==> config.mk <==
export PLATFORM = sky130hd
export DESIGN_NAME = dff_bist
export DESIGN_NICKNAME = d
export VERILOG_FILES = /design/src/rtl/dff_bist_pkg.sv /design/src/rtl/dff_bist_vec_rom.sv /design/src/rtl/dff_bist.sv
export SDC_FILE = /design/constraint.sdc
export NUM_CORES = 1
export LEC_CHECK = 0
export CAP_MARGIN = 20
export CORE_MARGIN = 4
export CORE_UTILIZATION = 35
export CTS_CLUSTER_SIZE = 28
export DETAILED_ROUTE_END_ITERATION = 12
export GPL_TIMING_DRIVEN = 0
export HOLD_SLACK_MARGIN = 0.15
export SLEW_MARGIN = 20
export SYNTH_ARGS = -nofsm -noshare
export SYNTH_HDL_FRONTEND = slang
export SYNTH_SLANG_ARGS = --single-unit
==> constraint.sdc <==
create_clock -name clk -period 3.7 [get_ports clk]
set_clock_uncertainty 0.15 [all_clocks]
set_input_delay 0.74 -clock clk [delete_from_list [all_inputs] [get_ports clk]]
set_output_delay 0.74 -clock clk [all_outputs]
set_load 0.05 [all_outputs]
==> src/rtl/dff_bist_pkg.sv <==
// dff_bist_pkg: shared constants for the D flip-flop self-test engine.
//   - FSM state encoding (IDLE / RUN / DONE)
//   - NUM_VEC, LAST_VEC, FAIL_NONE
//   - the six-entry stimulus table as {d, pr, clr} and the golden-Q rule
package dff_bist_pkg;

  localparam int         NUM_VEC   = 6;
  localparam logic [2:0] LAST_VEC  = 3'(NUM_VEC - 1);
  localparam logic [2:0] FAIL_NONE = 3'd7;

  localparam logic [1:0] ST_IDLE = 2'd0;
  localparam logic [1:0] ST_RUN  = 2'd1;
  localparam logic [1:0] ST_DONE = 2'd2;

  typedef struct packed {
    logic d;
    logic pr;
    logic clr;
  } vec_t;

  // Listed from index 5 down to index 0 so VEC_TABLE[i] is vector i.
  // pr and clr are never both set, so the golden Q is unambiguous.
  localparam vec_t [NUM_VEC-1:0] VEC_TABLE = {
    3'b001,  // 5: D=0 clr
    3'b101,  // 4: D=1 clr
    3'b110,  // 3: D=1 pr
    3'b010,  // 2: D=0 pr
    3'b100,  // 1: D=1
    3'b000   // 0: D=0
  };

  // Vector applied while idle: clear asserted parks the DUT at Q=0.
  localparam vec_t PARK_VEC = 3'b001;

  // Clear dominates preset, preset dominates data.
  function automatic logic expected_q(input vec_t v);
    if (v.clr)     return 1'b0;
    else if (v.pr) return 1'b1;
    else           return v.d;
  endfunction

endpackage

==> src/rtl/dff_bist_vec_rom.sv <==
// dff_bist_vec_rom: combinational lookup of one stimulus vector.
//   vec_idx in  3 : vector index 0..5; other codes return the park vector
//   d       out 1 : D for the DUT
//   pr      out 1 : preset for the DUT (active-high)
//   clr     out 1 : clear for the DUT (active-high)
//   exp_q   out 1 : golden Q the DUT must show for this vector
module dff_bist_vec_rom
  import dff_bist_pkg::*;
(
  input  logic [2:0] vec_idx,
  output logic       d,
  output logic       pr,
  output logic       clr,
  output logic       exp_q
);

  vec_t vec;

  // NOTE: every always_comb output gets a default before any branch so no latch is inferred.
  always_comb begin
    vec = PARK_VEC;
    if (vec_idx <= LAST_VEC) vec = VEC_TABLE[vec_idx];
  end

  assign d     = vec.d;
  assign pr    = vec.pr;
  assign clr   = vec.clr;
  assign exp_q = expected_q(vec);

endmodule

==> src/rtl/dff_bist.sv <==
// dff_bist: built-in self-test engine for the lab D flip-flop.
// Drives the six-vector sequence into the DUT, holds each vector HOLD
// cycles, compares Q/_Q on the last cycle of each hold and reports results.
//   clk      in  1     : clock, shared with the DUT
//   clr_n    in  1     : asynchronous active-low reset
//   start    in  1     : one-cycle run request (ignored while busy)
//   dut_q    in  1     : DUT Q
//   dut_qn   in  1     : DUT _Q
//   dut_d    out 1     : D to the DUT
//   dut_pr   out 1     : preset to the DUT, active-high
//   dut_clr  out 1     : clear to the DUT, active-high
//   busy     out 1     : run in progress
//   done     out 1     : results valid, held until the next start
//   pass     out 1     : done with zero failing vectors
//   err_cnt  out ERR_W : failing vector count, saturating
//   fail_idx out 3     : first failing vector, 7 if none
// HOLD must be at least 2 so the DUT has captured a vector before it is checked.
module dff_bist
  import dff_bist_pkg::*;
#(
  parameter int HOLD  = 2,
  parameter int ERR_W = 4
) (
  input  logic             clk,
  input  logic             clr_n,
  input  logic             start,
  input  logic             dut_q,
  input  logic             dut_qn,
  output logic             dut_d,
  output logic             dut_pr,
  output logic             dut_clr,
  output logic             busy,
  output logic             done,
  output logic             pass,
  output logic [ERR_W-1:0] err_cnt,
  output logic [2:0]       fail_idx
);

  localparam int                HOLD_W    = $clog2(HOLD);
  localparam logic [HOLD_W-1:0] HOLD_LAST = HOLD_W'(HOLD - 1);

  logic [1:0]        state_q,    state_d;
  logic [2:0]        vec_idx_q,  vec_idx_d;
  logic [HOLD_W-1:0] hold_cnt_q, hold_cnt_d;
  logic [ERR_W-1:0]  err_cnt_q,  err_cnt_d;
  logic [2:0]        fail_idx_q, fail_idx_d;
  logic              exp_q_q,    exp_q_d;
  logic              dut_d_q,    dut_d_d;
  logic              dut_pr_q,   dut_pr_d;
  logic              dut_clr_q,  dut_clr_d;
  logic              busy_q,     busy_d;
  logic              done_q,     done_d;
  logic              pass_q,     pass_d;

  logic rom_d, rom_pr, rom_clr, rom_exp;
  logic vec_fail;

  // Looks up the vector that will be applied next cycle, so the pins and
  // the golden Q are registered together with the index.
  dff_bist_vec_rom u_rom (
    .vec_idx (vec_idx_d),
    .d       (rom_d),
    .pr      (rom_pr),
    .clr     (rom_clr),
    .exp_q   (rom_exp)
  );

  // A mismatch on Q or equal Q/_Q both count as one failure for the vector.
  assign vec_fail = (dut_q != exp_q_q) || (dut_qn == dut_q);

  always_comb begin
    state_d    = state_q;
    vec_idx_d  = vec_idx_q;
    hold_cnt_d = hold_cnt_q;
    err_cnt_d  = err_cnt_q;
    fail_idx_d = fail_idx_q;

    case (state_q)
      ST_IDLE, ST_DONE: begin
        if (start) begin
          state_d    = ST_RUN;
          vec_idx_d  = '0;
          hold_cnt_d = '0;
          err_cnt_d  = '0;
          fail_idx_d = FAIL_NONE;
        end
      end
      ST_RUN: begin
        hold_cnt_d = hold_cnt_q + 1'b1;
        if (hold_cnt_q == HOLD_LAST) begin
          if (vec_fail) begin
            if (err_cnt_q != {ERR_W{1'b1}}) err_cnt_d = err_cnt_q + 1'b1;
            if (fail_idx_q == FAIL_NONE)    fail_idx_d = vec_idx_q;
          end
          hold_cnt_d = '0;
          if (vec_idx_q < LAST_VEC) vec_idx_d = vec_idx_q + 3'd1;
          else                      state_d   = ST_DONE;
        end
      end
      default: state_d = ST_IDLE;
    endcase

    if (state_d == ST_RUN) begin
      dut_d_d   = rom_d;
      dut_pr_d  = rom_pr;
      dut_clr_d = rom_clr;
      exp_q_d   = rom_exp;
    end else begin
      dut_d_d   = PARK_VEC.d;
      dut_pr_d  = PARK_VEC.pr;
      dut_clr_d = PARK_VEC.clr;
      exp_q_d   = 1'b0;
    end

    busy_d = (state_d == ST_RUN);
    done_d = (state_d == ST_DONE);
    pass_d = done_d && (err_cnt_d == '0);
  end

  // NOTE: state uses non-blocking assignments so every flop samples pre-edge values.
  always_ff @(posedge clk or negedge clr_n) begin
    if (!clr_n) begin
      state_q    <= ST_IDLE;
      vec_idx_q  <= '0;
      hold_cnt_q <= '0;
      err_cnt_q  <= '0;
      fail_idx_q <= FAIL_NONE;
      exp_q_q    <= 1'b0;
      dut_d_q    <= PARK_VEC.d;
      dut_pr_q   <= PARK_VEC.pr;
      dut_clr_q  <= PARK_VEC.clr;
      busy_q     <= 1'b0;
      done_q     <= 1'b0;
      pass_q     <= 1'b0;
    end else begin
      state_q    <= state_d;
      vec_idx_q  <= vec_idx_d;
      hold_cnt_q <= hold_cnt_d;
      err_cnt_q  <= err_cnt_d;
      fail_idx_q <= fail_idx_d;
      exp_q_q    <= exp_q_d;
      dut_d_q    <= dut_d_d;
      dut_pr_q   <= dut_pr_d;
      dut_clr_q  <= dut_clr_d;
      busy_q     <= busy_d;
      done_q     <= done_d;
      pass_q     <= pass_d;
    end
  end

  assign dut_d    = dut_d_q;
  assign dut_pr   = dut_pr_q;
  assign dut_clr  = dut_clr_q;
  assign busy     = busy_q;
  assign done     = done_q;
  assign pass     = pass_q;
  assign err_cnt  = err_cnt_q;
  assign fail_idx = fail_idx_q;

endmodule

==> results of run 1 <==
==> final cells by class <==
cell class	instances	area share, %
buffer	4	2.33
clock buffer	3	1.75
clock inverter	1	2.33
inverter	8	2.33
multi-input combinational	67	35.8
sequential	20	39.2
tap	31	3.01
timing repair buffer	17	13.2
==> stage by stage <==
step	instance area (µm²)	hold WS, ns
3_5_place_dp	1240	0.328
5_1_grt	1290	0.359
3_3_place_gp	1240	0.324
4_1_cts	1290	0.347
2_1_floorplan	1030	0.294
6_report	1290	0.339
==> logic make-up (layout without fill, tap and decap cells) <==
logic type,Yosys count,after routing,synth area share [%]
muxes,6,6,5.85
adders and majority gates,2,2,2.44
buffers and inverters,12,33,5.85
DFF,20,20,49.2
AOI/OAI and AO/OA,20,20,14.3
and+or+nand+nor,39,39,22.4
==> final timing paths <==
| kind | cells after the start | slack, ns | to |
|---|---|---|---|
| min | 2 | 0.34 | fail_idx[2] |
| min reg2reg | 2 | 0.34 | fail_idx[2] |
| max | 1 | 1.15 | fail_idx[0] |
| min in group asynchronous | 1 | 0.77 | pass |
| max reg2reg | 4 | 1.72 | dut_d |
| max in group asynchronous | 1 | 2.09 | exp_q_q |
==> per-layer routing <==
| layer | wire length, µm | vias up |
|---|---|---|
| met2 | 962 | 21 |
| met4 | 28 | 0 |
| met1 | 1000 | 396 |
| li1 | - | 410 |
| met3 | 104 | 4 |
| met5 | 0 | - |
==> power by group <==
part           internal, mW  switching (mW)  total (mW)
registers             0.323          0.0797       0.403
clock network         0.109          0.0683       0.178
logic                 0.269           0.424       0.693
total                 0.701           0.572        1.27
==> Yosys cell counts, types with 3 or more instances <==
library cell / count
sky130_fd_sc_hd__mux2i_1: 6
sky130_fd_sc_hd__nor4_1: 3
sky130_fd_sc_hd__dfstp_2: 4
sky130_fd_sc_hd__o21ai_0: 3
sky130_fd_sc_hd__inv_1: 8
sky130_fd_sc_hd__nor2_1: 6
sky130_fd_sc_hd__dfrtp_1: 16
sky130_fd_sc_hd__nand2b_1: 3
sky130_fd_sc_hd__o22ai_1: 4
sky130_fd_sc_hd__nand2_1: 7
sky130_fd_sc_hd__nand3_1: 4
==> worst min-delay path, delay by kind of cell, from the launching register on <==
family / cells / cell delay [ns]
flops: 1 / 0.39
mux: 1 / 0.06
buf+inv: 1 / 0.05
==> flip-flops by register name, summed over array words and instances (netlist names) <==
register    flops
dut_pr          1
err_cnt         4
pass            1
vec_idx_q       3
busy            1
exp_q_q         1
fail_idx        3
state_q         2
dut_clr         1
hold_cnt_q      1
dut_d           1
done            1
==> run_summary.xml, run 1 <==
<?xml version="1.0" encoding="UTF-8"?>
<metrics>
  <group name="layout">
    <metric name="multi_input_area" unit="µm²">462</metric>
    <metric name="fillCellCount" unit="">267</metric>
    <metric name="postLayoutCoreUtil" unit="%">46.3</metric>
    <metric name="nNetsFinal" unit="">128</metric>
    <metric name="area_growth_syn_to_layout" unit="%">25.5</metric>
    <metric name="layoutNonFillerInstCount" unit="">151</metric>
    <metric name="layout.cells.most_common" unit="">sky130_fd_sc_hd__clkdlybuf4s50_1</metric>
    <metric name="area.sequential" unit="µm²">505</metric>
    <metric name="insertedDiodeCount" unit="">0</metric>
    <metric name="most-common-layout-cells" unit="">sky130_fd_sc_hd__clkdlybuf4s50_1 (17), sky130_fd_sc_hd__dfrtp_1 (16), sky130_fd_sc_hd__inv_1 (8), sky130_fd_sc_hd__nand2_1 (7)</metric>
    <metric name="post_route_cells_drive_above_1_share" unit="%">10.8</metric>
  </group>
  <group name="place">
    <metric name="place.detailed.instances" unit="">147</metric>
    <metric name="port_buf_inserts" unit="">17</metric>
    <metric name="post-dp-hpwl" unit="µm">1540</metric>
    <metric name="place_congestion" unit="">0.800</metric>
    <metric name="detailedPlace.worstSlack" unit="ns">1.00</metric>
  </group>
  <group name="detailed_routing">
    <metric name="detail_route.iter0.violations" unit="">51</metric>
    <metric name="via_count" unit="">831</metric>
    <metric name="dr.pass1.iters" unit="">5</metric>
    <metric name="vias_per_cell" unit="">5.50</metric>
    <metric name="drc_errors" unit="">0</metric>
    <metric name="antenna_left" unit="">0</metric>
    <metric name="route.detailed.wl_per_inst" unit="µm">13.9</metric>
    <metric name="drt_wl_total" unit="µm">2100</metric>
  </group>
  <group name="die">
    <metric name="rows" unit="">19</metric>
    <metric name="chipHeight" unit="µm">62.2</metric>
    <metric name="die-area" unit="µm²">3870</metric>
    <metric name="design.core.area" unit="µm²">2780</metric>
    <metric name="die_width" unit="µm">62.2</metric>
    <metric name="io_pins" unit="">18</metric>
    <metric name="initial_utilization" unit="%">36.9</metric>
  </group>
  <group name="logic_synthesis">
    <metric name="async_flop_share" unit="%">100</metric>
    <metric name="synth-warning-count" unit="">0</metric>
    <metric name="synth.yosys.seq_area_share" unit="%">49.2</metric>
    <metric name="post_syn_area_per_cell" unit="µm²">10.4</metric>
    <metric name="synth_top_flop_cell" unit="">sky130_fd_sc_hd__dfrtp_1</metric>
    <metric name="synth_largest_type_area_fraction" unit="%">39.0</metric>
    <metric name="synth_area_leader_cell" unit="">sky130_fd_sc_hd__dfrtp_1</metric>
    <metric name="synth_cell_types" unit="">38</metric>
    <metric name="synth_area" unit="µm²">1030</metric>
    <metric name="synthTopCellsByArea" unit="">sky130_fd_sc_hd__dfrtp_1 (39%), sky130_fd_sc_hd__dfstp_2 (10%), sky130_fd_sc_hd__mux2i_1 (5.8%)</metric>
    <metric name="syn_inst" unit="">99</metric>
    <metric name="number_of_flops_mapped_to_enable_cells_by_yosys" unit="">0</metric>
    <metric name="ys_seq_elements" unit="">20</metric>
    <metric name="syn_nets" unit="">106</metric>
  </group>
  <group name="global_routing">
    <metric name="antenna_found_initial" unit="">0</metric>
    <metric name="grt_most_used_layer" unit="">met2</metric>
    <metric name="grt_start_max_net_pins" unit="">21</metric>
    <metric name="grtUsageTotal" unit="%">11.3</metric>
    <metric name="met2_usage_grt" unit="%">18.3</metric>
    <metric name="grt_util_met3" unit="%">4.14</metric>
    <metric name="grt_pass1_wl" unit="µm">3660</metric>
    <metric name="grt_util_met1" unit="%">13.9</metric>
    <metric name="first_global_vias" unit="">826</metric>
    <metric name="globalRoute.totalOverflow" unit="">0</metric>
  </group>
  <group name="status">
    <metric name="outcome" unit="">finished clean</metric>
  </group>
  <group name="clocking">
    <metric name="worst_setup_hold_path_clk_slew" unit="ns">0.12</metric>
    <metric name="clock-sinks" unit="">20</metric>
    <metric name="cts.repair.resized" unit="">0</metric>
    <metric name="worst_skew_pair.late_latency" unit="ns">0.30</metric>
    <metric name="cts_buffers" unit="">3</metric>
    <metric name="cts_tree" unit="">built</metric>
    <metric name="hold_buffers" unit="">0</metric>
    <metric name="clockBufferDepth" unit="">2</metric>
    <metric name="clk_root_buffer_cell" unit="">sky130_fd_sc_hd__clkbuf_4</metric>
    <metric name="postCtsSetupBuffers" unit="">0</metric>
    <metric name="cts_htree_levels" unit="">1</metric>
  </group>
  <group name="setup_path">
    <metric name="critPathRequiredTime" unit="ns">2.81</metric>
    <metric name="crit_start" unit="">fail_idx[0]</metric>
    <metric name="crit_path_start_kind" unit="">register</metric>
    <metric name="path_buf_inv" unit="">1</metric>
    <metric name="critical_path_class" unit="">register to output port</metric>
    <metric name="r2r-start" unit="">state_q[0]</metric>
    <metric name="crit_family" unit="">buffers and inverters</metric>
    <metric name="critical_path.endpoint_type" unit="">output port</metric>
    <metric name="cpMaxStageDelayCell" unit="">sky130_fd_sc_hd__clkdlybuf4s50_1</metric>
    <metric name="slowest_delay" unit="ns">0.80</metric>
    <metric name="worstPathMaxFanout" unit="">3</metric>
    <metric name="worst_ep_arrival_time" unit="ns">1.66</metric>
    <metric name="worstPathCellList" unit="">clkdlybuf4s50_1</metric>
  </group>
  <group name="timing">
    <metric name="slew_headroom" unit="%">41.4</metric>
    <metric name="max_freq" unit="MHz">392</metric>
    <metric name="finalCritPeriodShare" unit="%">68.9</metric>
    <metric name="slew_viol_final" unit="">0</metric>
    <metric name="final_period_minus_worst_setup_slack" unit="ns">2.55</metric>
    <metric name="slew_at_the_pin_closest_to_its_max_slew_limit" unit="ns">0.877</metric>
    <metric name="fin_ws" unit="ns">1.15</metric>
    <metric name="timing_hold_violations_final" unit="">0</metric>
    <metric name="setup_violations" unit="">0</metric>
    <metric name="rsz0062_at_grt" unit="">false</metric>
    <metric name="setup_tns" unit="ns">0</metric>
  </group>
  <group name="power_and_ir_drop">
    <metric name="power_per_cell_area" unit="nW/µm²">988</metric>
    <metric name="power_leakage" unit="nW">0.581</metric>
    <metric name="worst_ir_drop_vdd" unit="mV">0.542</metric>
    <metric name="total_power" unit="mW">1.27</metric>
  </group>
  <group name="hold_path">
    <metric name="min_from" unit="">fail_idx[2]</metric>
    <metric name="worst_hold_path_type" unit="">register to register</metric>
  </group>
  <group name="job">
    <metric name="drv_cap" unit="">0</metric>
  </group>
</metrics>
(Power assumes the default switching activity.)
==> run 2, diff against run 1 <==
clock period = 2.68 ns   (was 3.7 ns; I/O delays follow)
==> results of run 2 <==
Same layout as run 1 (identical final DEF). Status: finished clean.
Main changes from that run: setup slack after placement 1.00 ns -> 0.188 ns; setup slack after layout 1.15 ns -> 0.334 ns; register-to-register setup slack 1.72 ns -> 0.70 ns; total power 1.27 mW -> 1.76 mW; worst IR drop on VDD 0.542 mV -> 0.749 mV
